==> config.mk <==
export PLATFORM = sky130hd
export DESIGN_NAME = iir_biquad_seq
export DESIGN_NICKNAME = d
export VERILOG_FILES = /design/src/rtl/iir_pkg.sv /design/src/rtl/q22_sat.sv /design/src/rtl/iir_biquad_seq.sv
export SDC_FILE = /design/constraint.sdc
export NUM_CORES = 1
export LEC_CHECK = 0
export ABC_AREA = 1
export BUFFER_PORTS_ARGS = -buffer_cell sky130_fd_sc_hd__buf_2
export CAP_MARGIN = 30
export CELL_PAD_IN_SITES_DETAIL_PLACEMENT = 2
export CELL_PAD_IN_SITES_GLOBAL_PLACEMENT = 2
export CORE_UTILIZATION = 34
export DETAILED_ROUTE_END_ITERATION = 7
export PLACE_DENSITY = 0.84
export RECOVER_POWER = 50
export SLEW_MARGIN = 20
export SYNTH_ARGS = -nofsm -noshare
export SYNTH_HDL_FRONTEND = slang
export SYNTH_SLANG_ARGS = --single-unit
==> constraint.sdc <==
create_clock -name clk -period 14.3 [get_ports clk]
set_clock_uncertainty 0.1 [all_clocks]
set_input_delay 2.145 -clock clk [delete_from_list [all_inputs] [get_ports clk]]
set_output_delay 2.145 -clock clk [all_outputs]
set_load 0.02 [all_outputs]
==> src/rtl/iir_pkg.sv <==
// Shared types and constants for the Q2.22 IIR datapath.
// Latency: n/a (declarations only).
// Backpressure: n/a.
package iir_pkg;

    localparam int Q22_W = 24;
    localparam int ACC_W = 28;

    localparam logic [Q22_W-1:0] Q22_SAT_MAX = 24'h7FFFFF;
    localparam logic [Q22_W-1:0] Q22_SAT_MIN = 24'h800000;

    // Number of products per output sample.
    localparam logic [2:0] N_OPS = 3'd5;

    // Op index: the product currently presented to the multiplier.
    typedef enum logic [2:0] {
        OP_B0 = 3'd0,
        OP_B1 = 3'd1,
        OP_B2 = 3'd2,
        OP_A1 = 3'd3,
        OP_A2 = 3'd4
    } op_e;

    typedef enum logic [1:0] {
        ST_IDLE   = 2'd0,
        ST_ISSUE  = 2'd1,
        ST_WAIT   = 2'd2,
        ST_UPDATE = 2'd3
    } state_e;

    // Shadow copy of the coefficients still needed after the handshake.
    // b0 is consumed by op0 on the handshake edge itself.
    typedef struct packed {
        logic [Q22_W-1:0] b1;
        logic [Q22_W-1:0] b2;
        logic [Q22_W-1:0] a1;
        logic [Q22_W-1:0] a2;
    } coef_sh_t;

    // Products from feedback taps (a1, a2) are subtracted.
    function automatic logic is_feedback(input logic [2:0] idx);
        return idx >= 3'd3;
    endfunction

endpackage

==> src/rtl/q22_sat.sv <==
// Saturates a Q6.22 accumulator to Q2.22 and flags when clipping occurred.
// Latency: combinational.
// Backpressure: none.
module q22_sat
    import iir_pkg::*;
(
    input  logic signed [ACC_W-1:0] acc,
    output logic [Q22_W-1:0]        q,
    output logic                    sat
);

    // Clip when the guard bits above the Q2.22 sign bit disagree with the sign.
    always_comb begin
        q   = acc[Q22_W-1:0];
        sat = 1'b0;
        if (acc[ACC_W-1:Q22_W-1] != {(ACC_W-Q22_W+1){acc[ACC_W-1]}}) begin
            sat = 1'b1;
            q   = acc[ACC_W-1] ? Q22_SAT_MIN : Q22_SAT_MAX;
        end
    end

endmodule

==> src/rtl/iir_biquad_seq.sv <==
// Time-multiplexed DF-I biquad: issues 5 products to a shared multiplier, accumulates, saturates (optional sat_cnt via IIR_SAT_CNT_EN).
// Latency: handshake to y_valid is 7+MUL_LAT cycles; one sample per 7+MUL_LAT cycles.
// Backpressure: x_ready only in IDLE with clr low; multiplier has no stall, a missing product aborts via watchdog and sets err.
module iir_biquad_seq
    import iir_pkg::*;
#(
    parameter int MUL_LAT = 6
) (
    input  logic              clk,
    input  logic              rst,
    input  logic [Q22_W-1:0]  x,
    input  logic              x_valid,
    output logic              x_ready,
    input  logic [Q22_W-1:0]  b0,
    input  logic [Q22_W-1:0]  b1,
    input  logic [Q22_W-1:0]  b2,
    input  logic [Q22_W-1:0]  a1,
    input  logic [Q22_W-1:0]  a2,
    input  logic              clr,
    output logic [Q22_W-1:0]  mul_a,
    output logic [Q22_W-1:0]  mul_b,
    output logic              mul_valid,
    input  logic [Q22_W-1:0]  mul_p,
    input  logic              mul_p_valid,
    output logic [Q22_W-1:0]  y,
    output logic              y_valid,
`ifdef IIR_SAT_CNT_EN
    output logic [15:0]       sat_cnt,
`endif
    output logic              err
);

    // Longest WAIT dwell (cycles after op4) before the sample is abandoned.
    localparam logic [7:0] WD_LIM = 8'(MUL_LAT + 4);

    state_e                  state;
    op_e                     op_idx;
    coef_sh_t                coef_sh;
    logic [Q22_W-1:0]        x_sh;
    logic [Q22_W-1:0]        x1, x2, y1, y2;
    logic signed [ACC_W-1:0] acc;
    logic signed [ACC_W-1:0] p_ext;
    logic signed [ACC_W-1:0] acc_nxt;
    logic [2:0]              rcv_cnt;
    logic [7:0]              wait_cnt;
    logic                    clr_pend;
    logic [Q22_W-1:0]        sat_q;
    logic                    prod_take;
    logic                    prod_bad;
    logic                    last_prod;
`ifdef IIR_SAT_CNT_EN
    logic                    upd_sat;
`else
    logic                    unused_sat;
`endif

    assign x_ready = (state == ST_IDLE) && !clr;

    // Products are only expected while ops are in flight and not all received.
    assign prod_take = mul_p_valid && (state == ST_ISSUE || state == ST_WAIT) && (rcv_cnt < N_OPS);
    assign prod_bad  = mul_p_valid && !prod_take;
    assign last_prod = prod_take && (rcv_cnt == N_OPS - 3'd1);

    assign p_ext   = {{(ACC_W-Q22_W){mul_p[Q22_W-1]}}, mul_p};
    assign acc_nxt = is_feedback(rcv_cnt) ? (acc - p_ext) : (acc + p_ext);

    q22_sat u_sat (
        .acc (acc),
        .q   (sat_q),
`ifdef IIR_SAT_CNT_EN
        .sat (upd_sat)
`else
        .sat (unused_sat)
`endif
    );

    // Sequencer FSM: operand issue, product accumulation, history update, watchdog.
    always_ff @(posedge clk or posedge rst) begin
        if (rst) begin
            state     <= ST_IDLE;
            op_idx    <= OP_B0;
            coef_sh   <= '0;
            x_sh      <= '0;
            x1        <= '0;
            x2        <= '0;
            y1        <= '0;
            y2        <= '0;
            acc       <= '0;
            rcv_cnt   <= '0;
            wait_cnt  <= '0;
            clr_pend  <= 1'b0;
            mul_a     <= '0;
            mul_b     <= '0;
            mul_valid <= 1'b0;
            y         <= '0;
            y_valid   <= 1'b0;
            err       <= 1'b0;
`ifdef IIR_SAT_CNT_EN
            sat_cnt   <= '0;
`endif
        end else begin
            y_valid <= 1'b0;
            if (prod_bad) err <= 1'b1;
            if (prod_take) begin
                acc     <= acc_nxt;
                rcv_cnt <= rcv_cnt + 3'd1;
            end
            if (clr && state != ST_IDLE) clr_pend <= 1'b1;

            case (state)
                ST_IDLE: begin
                    if (clr) begin
                        x1 <= '0;
                        x2 <= '0;
                        y1 <= '0;
                        y2 <= '0;
`ifdef IIR_SAT_CNT_EN
                        sat_cnt <= '0;
`endif
                    end else if (x_valid) begin
                        x_sh      <= x;
                        coef_sh   <= '{b1: b1, b2: b2, a1: a1, a2: a2};
                        acc       <= '0;
                        rcv_cnt   <= '0;
                        mul_a     <= b0;
                        mul_b     <= x;
                        mul_valid <= 1'b1;
                        op_idx    <= OP_B0;
                        state     <= ST_ISSUE;
                    end
                end
                ST_ISSUE: begin
                    case (op_idx)
                        OP_B0: begin mul_a <= coef_sh.b1; mul_b <= x1; op_idx <= OP_B1; end
                        OP_B1: begin mul_a <= coef_sh.b2; mul_b <= x2; op_idx <= OP_B2; end
                        OP_B2: begin mul_a <= coef_sh.a1; mul_b <= y1; op_idx <= OP_A1; end
                        OP_A1: begin mul_a <= coef_sh.a2; mul_b <= y2; op_idx <= OP_A2; end
                        default: begin
                            mul_valid <= 1'b0;
                            wait_cnt  <= 8'd1;
                            state     <= ST_WAIT;
                        end
                    endcase
                end
                ST_WAIT: begin
                    if (last_prod) begin
                        state <= ST_UPDATE;
                    end else if (wait_cnt > WD_LIM) begin
                        // Abandon the sample; history and y stay as they were,
                        // and a deferred clear dies with the aborted sample.
                        err      <= 1'b1;
                        clr_pend <= 1'b0;
                        state    <= ST_IDLE;
                    end else begin
                        wait_cnt <= wait_cnt + 8'd1;
                    end
                end
                default: begin
                    y       <= sat_q;
                    y_valid <= 1'b1;
                    if (clr_pend || clr) begin
                        x1 <= '0;
                        x2 <= '0;
                        y1 <= '0;
                        y2 <= '0;
                    end else begin
                        x2 <= x1;
                        x1 <= x_sh;
                        y2 <= y1;
                        y1 <= sat_q;
                    end
`ifdef IIR_SAT_CNT_EN
                    if (clr_pend || clr)
                        sat_cnt <= '0;
                    else if (upd_sat && sat_cnt != 16'hFFFF)
                        sat_cnt <= sat_cnt + 16'd1;
`endif
                    clr_pend <= 1'b0;
                    state    <= ST_IDLE;
                end
            endcase
        end
    end

endmodule

==> reports/results.tsv <==
stage	metric	value	unit
run_status	status	complete, but fails checks	
run_status	failing checks	capacitance limit, slew limit	
place	PortBufs	248	
global_route	GRT overflow	0	
yosys	Async SR Flop Fraction	100.0	%
setup_path	startpoint types	input pin	
timing	Hold Fails Final Rpt	0	
yosys	Post-synth EDFFs	0	
floorplan	num ports	249	
route	Detailed Routing Iterations Pass 1	5	
global_route	vias in the first global route	18200	
route	Vias/cell	5.330	
yosys	Mapped Area	17020	um^2
cells_and_area	number of fill cells in the layout	5657	
route	post-route ant nets	0	
timing	TNS Setup	0	ns
floorplan	Starting Density	34.63	%
clock_tree	clock root buffer	clkbuf_16	
place	placed cell area	18750	um^2
route	Iteration-0 DRC Markers	948	
cells_and_area	Area Overhead vs Synth	17.13	%
clock_tree	CTS clk-pin slew, worst paths	0.06	ns
yosys	area leader, netlist	dfrtp_1	
setup_path	Crit path top cell by count	clkbuf_1	
clock_tree	CTS tree	yes	
clock_tree	H-Tree Depth	2	
pwr	worst vdd ir	0.09751	mV
yosys	post-synthesis cell type count	42	
setup_path	reg-to-reg critical path startpoint	state[1]$_DFFE_PP0P_	
timing	Slew @ Worst Pin	4.508	ns
setup_path	CP endpoint kind	asynchronous set/reset pin	
setup_path	Crit path largest cell delay	2.49	ns
timing	Rel. slew slack	-202.2	%
clock_tree	insertion delay to the later sink of the worst-skew pair	0.55	ns
timing	Final period util	56.86	%
timing	Hold WS	0.3788	ns
timing	final setup fails	0	
route	Wirelength per Cell	22.03	um
timing	minimum clock period after layout	8.132	ns
yosys	Synthesized Nets	2363	
yosys	register bit total from synthesis	336	
yosys	Syn Area/Cell	7.914	um^2
clock_tree	number of setup buffers added after CTS	0	
yosys	register area share after synthesis	49.39	%
global_route	antenna violations before repair	13	
route	routed wire length	67.16	mm
setup_path	CP cell instances	buf_2, clkinvlp_2, clkbuf_1, clkbuf_1	
clock_tree	Max Root-Sink Buffers	3	
yosys	Mapped Cells	2151	
floorplan	die width	225.8	um
global_route	global-route wire length before repair	101.5	mm
setup_path	critical path class	input pin to asynchronous set/reset pin	
clock_tree	Num CTS Buffers	39	
min_path	Hold Path Class	register to register	
place	post-DP HPWL	43.78	mm
route	vias post-DR	16250	
min_path	Worst Hold End	coef_sh[30]$_DFFE_PP0P_	
timing	RSZ-0062 raised after global routing	false	
setup_path	slowest CP cell	clkinvlp_2	
pwr	Pwr Density	281.1	nW/um^2
timing	Slew Viols, Final	301	
cells_and_area	Layout Nets	2559	
yosys	ys flop type	dfrtp_1	
setup_path	worst reg-to-reg setup slack	9.31	ns
global_route	GRT Util Overall	25.46	%
place	placed cell count	2967	
route	DRC	0	
clock_tree	Hold Buf Count CTS	0	
floorplan	standard-cell rows	81	
floorplan	Die ar.	50970	um^2
cells_and_area	post-route cell area	19940	um^2
setup_path	CP Buf/Inv Count	4	
cells_and_area	fin util	40.56	%
min_path	hold depth	2	
global_route	pin count of the biggest net entering global routing	175	
min_path	min-delay src	coef_sh[30]$_DFFE_PP0P_	
cells_and_area	share of cells above drive strength 1	11.56	%
pwr	Leak	9.626	nW
clock_tree	CTS Sinks	336	
setup_path	Crit Path Max Fanout	93	
setup_path	Critical Path RT	14.13	ns
floorplan	core region area	49150	um^2
setup_path	R2R Path End	mul_b[14]$_DFFE_PP0P_	
flow_run	Max-Cap Viols	5	
setup_path	delay-heaviest family, CP	buffers and inverters	
clock_tree	cts repair resizes	0	
cells_and_area	final non-filler cell total	3048	
timing	Max Freq	123.0	MHz
yosys	largest cells by area after synthesis	dfrtp_1 49%, nand2_1 15%, o21ai_0 5.2%, inv_1 4.9%, nor2_1 3.3%	
setup_path	R2R depth	7	
yosys	Synth top area share	49.39	%
yosys	Ys Warns	0	
floorplan	DIE HEIGHT	225.8	um
place	GPL Wtd Cong	0.8418	
setup_path	Arrival @ worst endpoint	7.97	ns
-- state kept, by name, summed over array words and instances (netlist names) --
signal     flops
y1            24
x1            24
err            1
wait_cnt       8
mul_b         24
y             24
rcv_cnt        3
state          2
op_idx         3
mul_a         24
x_sh          24
acc           28
y_valid        1
mul_valid      1
clr_pend       1
y2            24
x2            24
coef_sh       96
-- worst register-to-register path: stages (launching register included) --
cell and delay (ns):
dfrtp_1 0.42, inv_1 0.17, ha_2 0.52, buf_4 0.53
nor2_1 0.18, nor3b_1 0.37, clkbuf_1 2.05, a31oi_1 0.37
-- metrics by stage --
stage          worst slack (ns)  total power, mW
2_1_floorplan             2.745            3.569
3_3_place_gp              8.489            4.373
3_5_place_dp              8.410            4.552
4_1_cts                   8.789            5.613
5_1_grt                   5.085            6.008
6_report                  6.168            5.604
-- final cells by class --
cell class / instances / area [um^2] / share of cell area (%)
Clock inverter: 7 / 87.58 / 0.4393
Multi-Input combinational cell: 1472 / 7241 / 36.32
Tap cell: 664 / 830.8 / 4.167
Timing Repair Buffer: 269 / 1336 / 6.702
Clock buffer: 57 / 1136 / 5.698
Sequential cell: 336 / 8408 / 42.17
Antenna cell: 14 / 35.03 / 0.1757
Inverter: 229 / 863.3 / 4.330
-- worst max path at each step --
stage	end	start	cells after the start	slack, ns
after floorplan	acc[0]$_DFF_PP0_	rst	1	2.75
after global placement	acc[20]$_DFF_PP0_	clr	8	8.49
after detailed placement	acc[18]$_DFF_PP0_	clr	8	8.41
after CTS	x_ready	clr	3	8.79
after global routing	y1[15]$_DFFE_PP0P_	rst	4	5.09
final	acc[11]$_DFF_PP0_	rst	4	6.17
-- power by group --
part	switching, mW	leakage (nW)	total [mW]	internal (mW)
combinational	2.08	4.79	2.93	0.855
clock	0.410	0.598	0.993	0.583
sequential	0.303	4.24	1.68	1.38
total	2.79	9.63	5.60	2.82
-- Yosys cell counts (2+ instances only) --
cell type  count
nor2_1       149
nand2_2        3
a31oi_1       55
clkbuf_2       2
o22ai_1       49
clkbuf_1      61
buf_6          2
xnor2_1        9
o21bai_1       3
a21oi_1       58
a21o_1         5
nor3_1         9
dfrtp_1      336
ha_1          38
o21a_1         4
nand3_2        2
buf_1          2
nand2_1      684
inv_1        224
clkinv_1       2
o21ai_0      177
o211ai_1      48
xor2_1        20
nand3_1       81
or2_1          2
buf_2         35
nor2_2         5
o21ai_1       12
inv_2          3
buf_4         12
o2111ai_1     38
nand4_1       11
-- cell usage in the layout, fill, tap and decap left out, types with 3 or more instances in the layout --
master     synthesis  final
diode_2            0     14
clkbuf_8           0      5
nor2_4             1      4
a21oi_1           58     58
nand2_2            3      3
nor2_1           149    149
xor2_1            20     20
nand4_1           11     11
buf_4             12     12
clkinv_2           0      4
buf_2             35    187
o211ai_1          48     48
inv_1            224    222
clkbuf_1          61     78
o21a_1             4      4
ha_1              38     37
o2111ai_1         38     38
xnor2_1            9      9
nor3_1             9      9
o21bai_1           3      3
a21o_1             5      5
o22ai_1           49     49
o21ai_0          177    186
nand3_1           81     82
o21ai_1           12      3
a31oi_1           55     55
clkbuf_16          0     41
dfrtp_1          336    336
nand2_1          684    683
inv_2              3      3
-- logic make-up after synthesis --
logic type	after synthesis	share of synthesized area (%)
compound gates	452	15.85
xor+xnor	29	1.492
fa+ha+maj	39	2.911
buf+inv	343	8.188
flops	336	49.39
simple gates	952	22.17
-- routing by layer --
metal  track usage, %  vias up  wire, um
met5                0        -        12
met4            9.985        2      2216
met3            3.370      119      2207
met2            44.15      338     33790
met1            31.96     8347     28940
li1                 -     7441         -
(Power assumes the default switching activity.)
